**config.mk**
```make
export PLATFORM = sky130hd
export DESIGN_NAME = mcu_scheduler
export DESIGN_NICKNAME = d
export VERILOG_FILES = /design/src/rtl/mcu_scheduler.sv
export SDC_FILE = /design/constraint.sdc
export NUM_CORES = 1
export LEC_CHECK = 0
export CAP_MARGIN = 25
export CORE_ASPECT_RATIO = 2
export CORE_UTILIZATION = 31
export CTS_CLUSTER_DIAMETER = 60
export DETAILED_ROUTE_END_ITERATION = 8
export GPL_ROUTABILITY_DRIVEN = 0
export PLACE_DENSITY_LB_ADDON = 0.3
export SETUP_SLACK_MARGIN = 0.15
export SLEW_MARGIN = 20
export SYNTH_ARGS = -nofsm -noshare
export SYNTH_HDL_FRONTEND = slang
export SYNTH_SLANG_ARGS = --single-unit
export TNS_END_PERCENT = 100
```
**constraint.sdc**
```tcl
create_clock -name clk_i -period 4.3 [get_ports clk_i]
set_input_delay 0.645 -clock clk_i [delete_from_list [all_inputs] [get_ports clk_i]]
set_output_delay 0.645 -clock clk_i [all_outputs]
set_load 0.005 [all_outputs]
```
**src/rtl/mcu_scheduler.sv**
```systemverilog
// mcu_scheduler: paces Huffman decode, block handoff and restart-marker recovery across one frame of MCUs.
// Restart-marker support (RSTM state, restart counter) is built only when RESTART_INTERVAL_EN is defined.
module mcu_scheduler #(
  parameter int MCU_W = 16
) (
  input  logic             clk_i,
  input  logic             rst_ni,
  input  logic             start_i,
  input  logic             mode_i,
  input  logic [MCU_W-1:0] num_mcu_i,
  input  logic [MCU_W-1:0] restart_interval_i,
  input  logic             ibuff_valid_i,
  input  logic             sym_valid_i,
  input  logic             block_done_i,
  input  logic             out_ready_i,
  input  logic             marker_seen_i,
  output logic             dec_en_o,
  output logic             freq_o,
  output logic [1:0]       ch_o,
  output logic             pred_clear_o,
  output logic             block_valid_o,
  output logic [1:0]       ch_out_o,
  output logic [MCU_W-1:0] mcu_idx_o,
  output logic             busy_o,
  output logic             frame_done_o
);

  // state  | meaning
  // IDLE   | waiting for start
  // WAIT   | waiting for decodable input bits
  // DC     | decoding DC symbol
  // AC     | decoding AC symbols until block complete
  // HOLD   | presenting finished block downstream
  // RSTM   | waiting for RSTn marker
  // DONE   | one-cycle end-of-frame pulse
  typedef enum logic [2:0] {
    S_IDLE, S_WAIT, S_DC, S_AC, S_HOLD, S_RSTM, S_DONE
  } state_e;

  state_e           state_q;
  logic             mode_q;
  logic [MCU_W-1:0] num_mcu_q;
  logic [MCU_W-1:0] mcu_idx_q;
  logic [2:0]       blk_q;
  logic             pred_clear_q;
  logic             blk_wrap;
  logic             last_mcu;
  logic             rst_hit;
  logic [1:0]       ch;

  assign blk_wrap = (blk_q == (mode_q ? 3'd2 : 3'd5));
  assign last_mcu = (mcu_idx_q == num_mcu_q - MCU_W'(1));

`ifdef RESTART_INTERVAL_EN
  logic [MCU_W-1:0] ri_q;
  logic [MCU_W-1:0] rcnt_q;
  assign rst_hit = (ri_q != '0) && (rcnt_q + MCU_W'(1) == ri_q);
`else
  logic unused_restart;
  assign unused_restart = ^{restart_interval_i, marker_seen_i};
  assign rst_hit        = 1'b0;
`endif

  always_ff @(posedge clk_i or negedge rst_ni) begin
    if (!rst_ni) begin
      state_q      <= S_IDLE;
      mode_q       <= 1'b0;
      num_mcu_q    <= '0;
      mcu_idx_q    <= '0;
      blk_q        <= 3'd0;
      pred_clear_q <= 1'b0;
`ifdef RESTART_INTERVAL_EN
      ri_q         <= '0;
      rcnt_q       <= '0;
`endif
    end else begin
      pred_clear_q <= 1'b0;
      case (state_q)
        S_IDLE: begin
          if (start_i) begin
            mode_q       <= mode_i;
            num_mcu_q    <= num_mcu_i;
            mcu_idx_q    <= '0;
            blk_q        <= 3'd0;
            pred_clear_q <= 1'b1;
`ifdef RESTART_INTERVAL_EN
            ri_q         <= restart_interval_i;
            rcnt_q       <= '0;
`endif
            state_q      <= (num_mcu_i == '0) ? S_DONE : S_WAIT;
          end
        end
        S_WAIT: if (ibuff_valid_i) state_q <= S_DC;
        S_DC:   if (sym_valid_i) state_q <= S_AC;
        S_AC:   if (block_done_i) state_q <= S_HOLD;
        S_HOLD: begin
          if (out_ready_i) begin
            if (!blk_wrap) begin
              blk_q   <= blk_q + 3'd1;
              state_q <= S_WAIT;
            end else begin
              blk_q <= 3'd0;
              // mcu_idx stops at the last MCU, so it can never run past num_mcu-1
              if (last_mcu) begin
                state_q <= S_DONE;
              end else begin
                mcu_idx_q <= mcu_idx_q + MCU_W'(1);
                if (rst_hit) begin
                  state_q <= S_RSTM;
                end else begin
                  state_q <= S_WAIT;
`ifdef RESTART_INTERVAL_EN
                  if (ri_q != '0) rcnt_q <= rcnt_q + MCU_W'(1);
`endif
                end
              end
            end
          end
        end
`ifdef RESTART_INTERVAL_EN
        S_RSTM: begin
          if (marker_seen_i) begin
            rcnt_q       <= '0;
            pred_clear_q <= 1'b1;
            state_q      <= S_WAIT;
          end
        end
`endif
        S_DONE:  state_q <= S_IDLE;
        default: state_q <= S_IDLE;
      endcase
    end
  end

  always_comb begin
    ch = 2'd0;
    if (mode_q)              ch = blk_q[1:0];
    else if (blk_q == 3'd4)  ch = 2'd1;
    else if (blk_q == 3'd5)  ch = 2'd2;
  end

  assign dec_en_o      = (state_q == S_DC) || (state_q == S_AC);
  assign freq_o        = (state_q == S_AC);
  assign ch_o          = ch;
  assign pred_clear_o  = pred_clear_q;
  assign block_valid_o = (state_q == S_HOLD);
  assign ch_out_o      = (state_q == S_HOLD) ? ch : 2'd0;
  assign mcu_idx_o     = mcu_idx_q;
  assign busy_o        = (state_q != S_IDLE);
  assign frame_done_o  = (state_q == S_DONE);

endmodule
```
==> impl_metrics.env <==
export IMPL_fillers=913
export IMPL_dp_hpwl_mm=5.760
export IMPL_port_buffers=49
export IMPL_final_setup_viol_count=0
export IMPL_rows=48
export IMPL_rsz0062_at_grt="false"
export IMPL_synthCells=325
export IMPL_dp_cells=461
export IMPL_drtAntennaViolNets=0
export IMPL_r2r_start="num_mcu_q[0]$_DFFE_PN0P_"
export IMPL_finalPower_w=0.001893
export IMPL_die_h_um=135.4
export IMPL_critPathLaunchType="flop"
export IMPL_post_cts_repair_setup_buffers=0
export IMPL_min_path_type="in2async"
export IMPL_hold_buffers=0
export IMPL_vias=2618
export IMPL_ir_drop_mv=0.3930
export IMPL_grt_usage_pct=17.69
export IMPL_clkTransAtPathRegs_ps=60
export IMPL_p_per_area_nw_per_um2=541.8
export IMPL_start_util_pct=31.90
export IMPL_die_area_sq_um=9304
export IMPL_r2r_setup_slack_ps=750
export IMPL_skew_ps=4.674
export IMPL_max_slew_margin_rel_pct=55.46
export IMPL_vias_per_cell=5.582
export IMPL_cp_required_ps=4500
export IMPL_cts_tree="done"
export IMPL_async_reset_ff_share_pct=100.0
export IMPL_synth_top_area_share_pct=36.28
export IMPL_finalHoldViolations=0
export IMPL_synth_enable_flop_cells=0
export IMPL_drt_total_wl_mm=7.624
export IMPL_clock_latency_ps=290
export IMPL_drt_iter0_drc=94
export IMPL_tightest_slew_ps=664.9
export IMPL_wl_per_cell_um=16.26
export IMPL_synth_cell_types=58
export IMPL_drive_gt1_share_pct=10.84
export IMPL_core_sq_um=8648
export IMPL_syn_to_final_growth_pct=26.62
export IMPL_synthesis_nets=371
export IMPL_grt_pass1_wl_mm=12.19
export IMPL_grt_pass1_vias=2568
export IMPL_crit_type="reg2reg"
export IMPL_die_w_um=68.71
export IMPL_drc=0
export IMPL_cts_resized=0
export IMPL_cp_arrival_ps=3750
export IMPL_status="completed"
export IMPL_antenna_cells=0
export IMPL_cts_root_buf="clkbuf_16"
export IMPL_finish_utilization_pct=40.39
export IMPL_yosys_warnings=0
export IMPL_worstPathMaxFanout=24
export IMPL_overflow=0
export IMPL_timing_hold_ws_ps=259.7
export IMPL_synth_area_leaders="dfrtp_1 36%, nand2_1 9.4%, xnor2_1 3.2%"
export IMPL_cts_sinks=40
export IMPL_maxSlewViolCount=0
export IMPL_max_freq_ghz=0.2818
export IMPL_grt_max_degree=41
export IMPL_synth_area_sq_um=2759
export IMPL_reg2regPathDepth=10
export IMPL_cts_htree_levels=2
export IMPL_yosysSeqAreaShare_pct=36.28
export IMPL_stdcell_count=469
export IMPL_antenna_found_initial=0
export IMPL_first_pass_iters=4
export IMPL_cts_buffer_depth=2
export IMPL_critPathCaptureType="flop"
export IMPL_period_share_pct=82.54
export IMPL_finalSetupTns_ps=0
export IMPL_ioPinCount=67
export IMPL_layout_nets=415
export IMPL_synthFlopType="dfrtp_1"
export IMPL_avgSynthCellArea_sq_um=8.489
export IMPL_max_cap_viol_count=0
export IMPL_p_leak_nw=1.392
export IMPL_cts_buffers=5
export IMPL_reg2reg_to="mcu_idx_o[15]$_DFFE_PN0P_"
export IMPL_synth_ff_latch_count=40
export IMPL_synth_largest_area_cell="dfrtp_1"
export IMPL_period_minus_slack_ps=3549
[worst max-delay path by stage]
stage / start / end
floorplan: num_mcu_q[0]$_DFFE_PN0P_ / mcu_idx_o[9]$_DFFE_PN0P_
global placement: num_mcu_q[0]$_DFFE_PN0P_ / mcu_idx_o[15]$_DFFE_PN0P_
detailed placement: num_mcu_q[0]$_DFFE_PN0P_ / mcu_idx_o[15]$_DFFE_PN0P_
CTS: num_mcu_q[0]$_DFFE_PN0P_ / mcu_idx_o[15]$_DFFE_PN0P_
global route: num_mcu_q[0]$_DFFE_PN0P_ / mcu_idx_o[15]$_DFFE_PN0P_
finish: num_mcu_q[0]$_DFFE_PN0P_ / mcu_idx_o[15]$_DFFE_PN0P_
[where the power goes]
part / total, W / internal [W] / switching [W]
logic: 0.000752 / 0.000345 / 0.000407
clock network: 0.000484 / 0.000329 / 0.000154
registers: 0.000658 / 0.000479 / 0.000179
[logic make-up after synthesis]
logic type | Yosys count | share of synthesized area, %
buf+inv | 27 | 5.125
fa+ha+maj | 5 | 2.268
flops | 40 | 36.28
mux | 3 | 1.633
simple gates | 165 | 31.43
xor+xnor | 18 | 5.714
compound gates | 67 | 17.55
[critical path, cell delays in order, from the launching register on]
cell and delay, ps:
dfrtp_1 410, inv_1 100, ha_1 210, or4b_2 660, nor4_1 320, xnor2_1 160
nand3_1 110, or4_4 570, o211ai_4 590, o21ai_0 190, a21oi_1 140
[through the flow]
step                      setup slack, ps  cell area (sq um)
after global routing                507.7               3493
final                               751.0               3493
after global placement              767.8               3288
after CTS                           719.7               3473
after detailed placement            725.9               3288
after floorplan                      1219               2759
[cells in the mapped netlist, types with 5 or more instances]
master	number
or3_1	9
or4_1	7
inv_1	11
clkbuf_1	8
nor4_1	8
nand2b_1	7
nand4_1	8
nand2_1	69
nor3_1	7
a21oi_1	7
ha_1	5
o21ai_0	17
xor2_1	8
nor2_1	12
o21ai_2	8
nand3_1	10
a21oi_2	7
and3_1	5
o211ai_1	6
dfrtp_1	40
xnor2_1	10
[cells in the final DEF (no fill, tap or decap), drive strengths merged, types with 9 or more instances in the layout]
cell type	count
dfrtp	40
a21oi	14
or3	9
nor4	9
o21ai	25
nor2	12
inv	11
nand3	10
or4	9
xnor2	10
clkdlybuf4s50	48
nand2	69
[final cells by class]
class	instances	area, sq um	share of cell area (%)
Inverter	12	45.04	1.289
Tap cell	100	125.1	3.582
Sequential cell	40	1001	28.65
Clock inverter	2	60.06	1.719
Multi-Input combinational cell	258	1617	46.28
Clock buffer	5	125.1	3.582
Timing Repair Buffer	52	520.5	14.90
[state kept, by name (all words and copies together), names as in the netlist]
name	cells
state_q	3
blk_q	3
mcu_idx_o	16
mode_q	1
pred_clear_o	1
num_mcu_q	16
[metal layers]
layer,vias to the layer above,GRT usage (%),share of wire [%]
met2,73,33.77,57
met4,0,9.410,3.8
li1,1248,-,-
met1,1280,17.12,36
met5,-,0,0
met3,17,2.273,3.0
(Power assumes the default switching activity.)
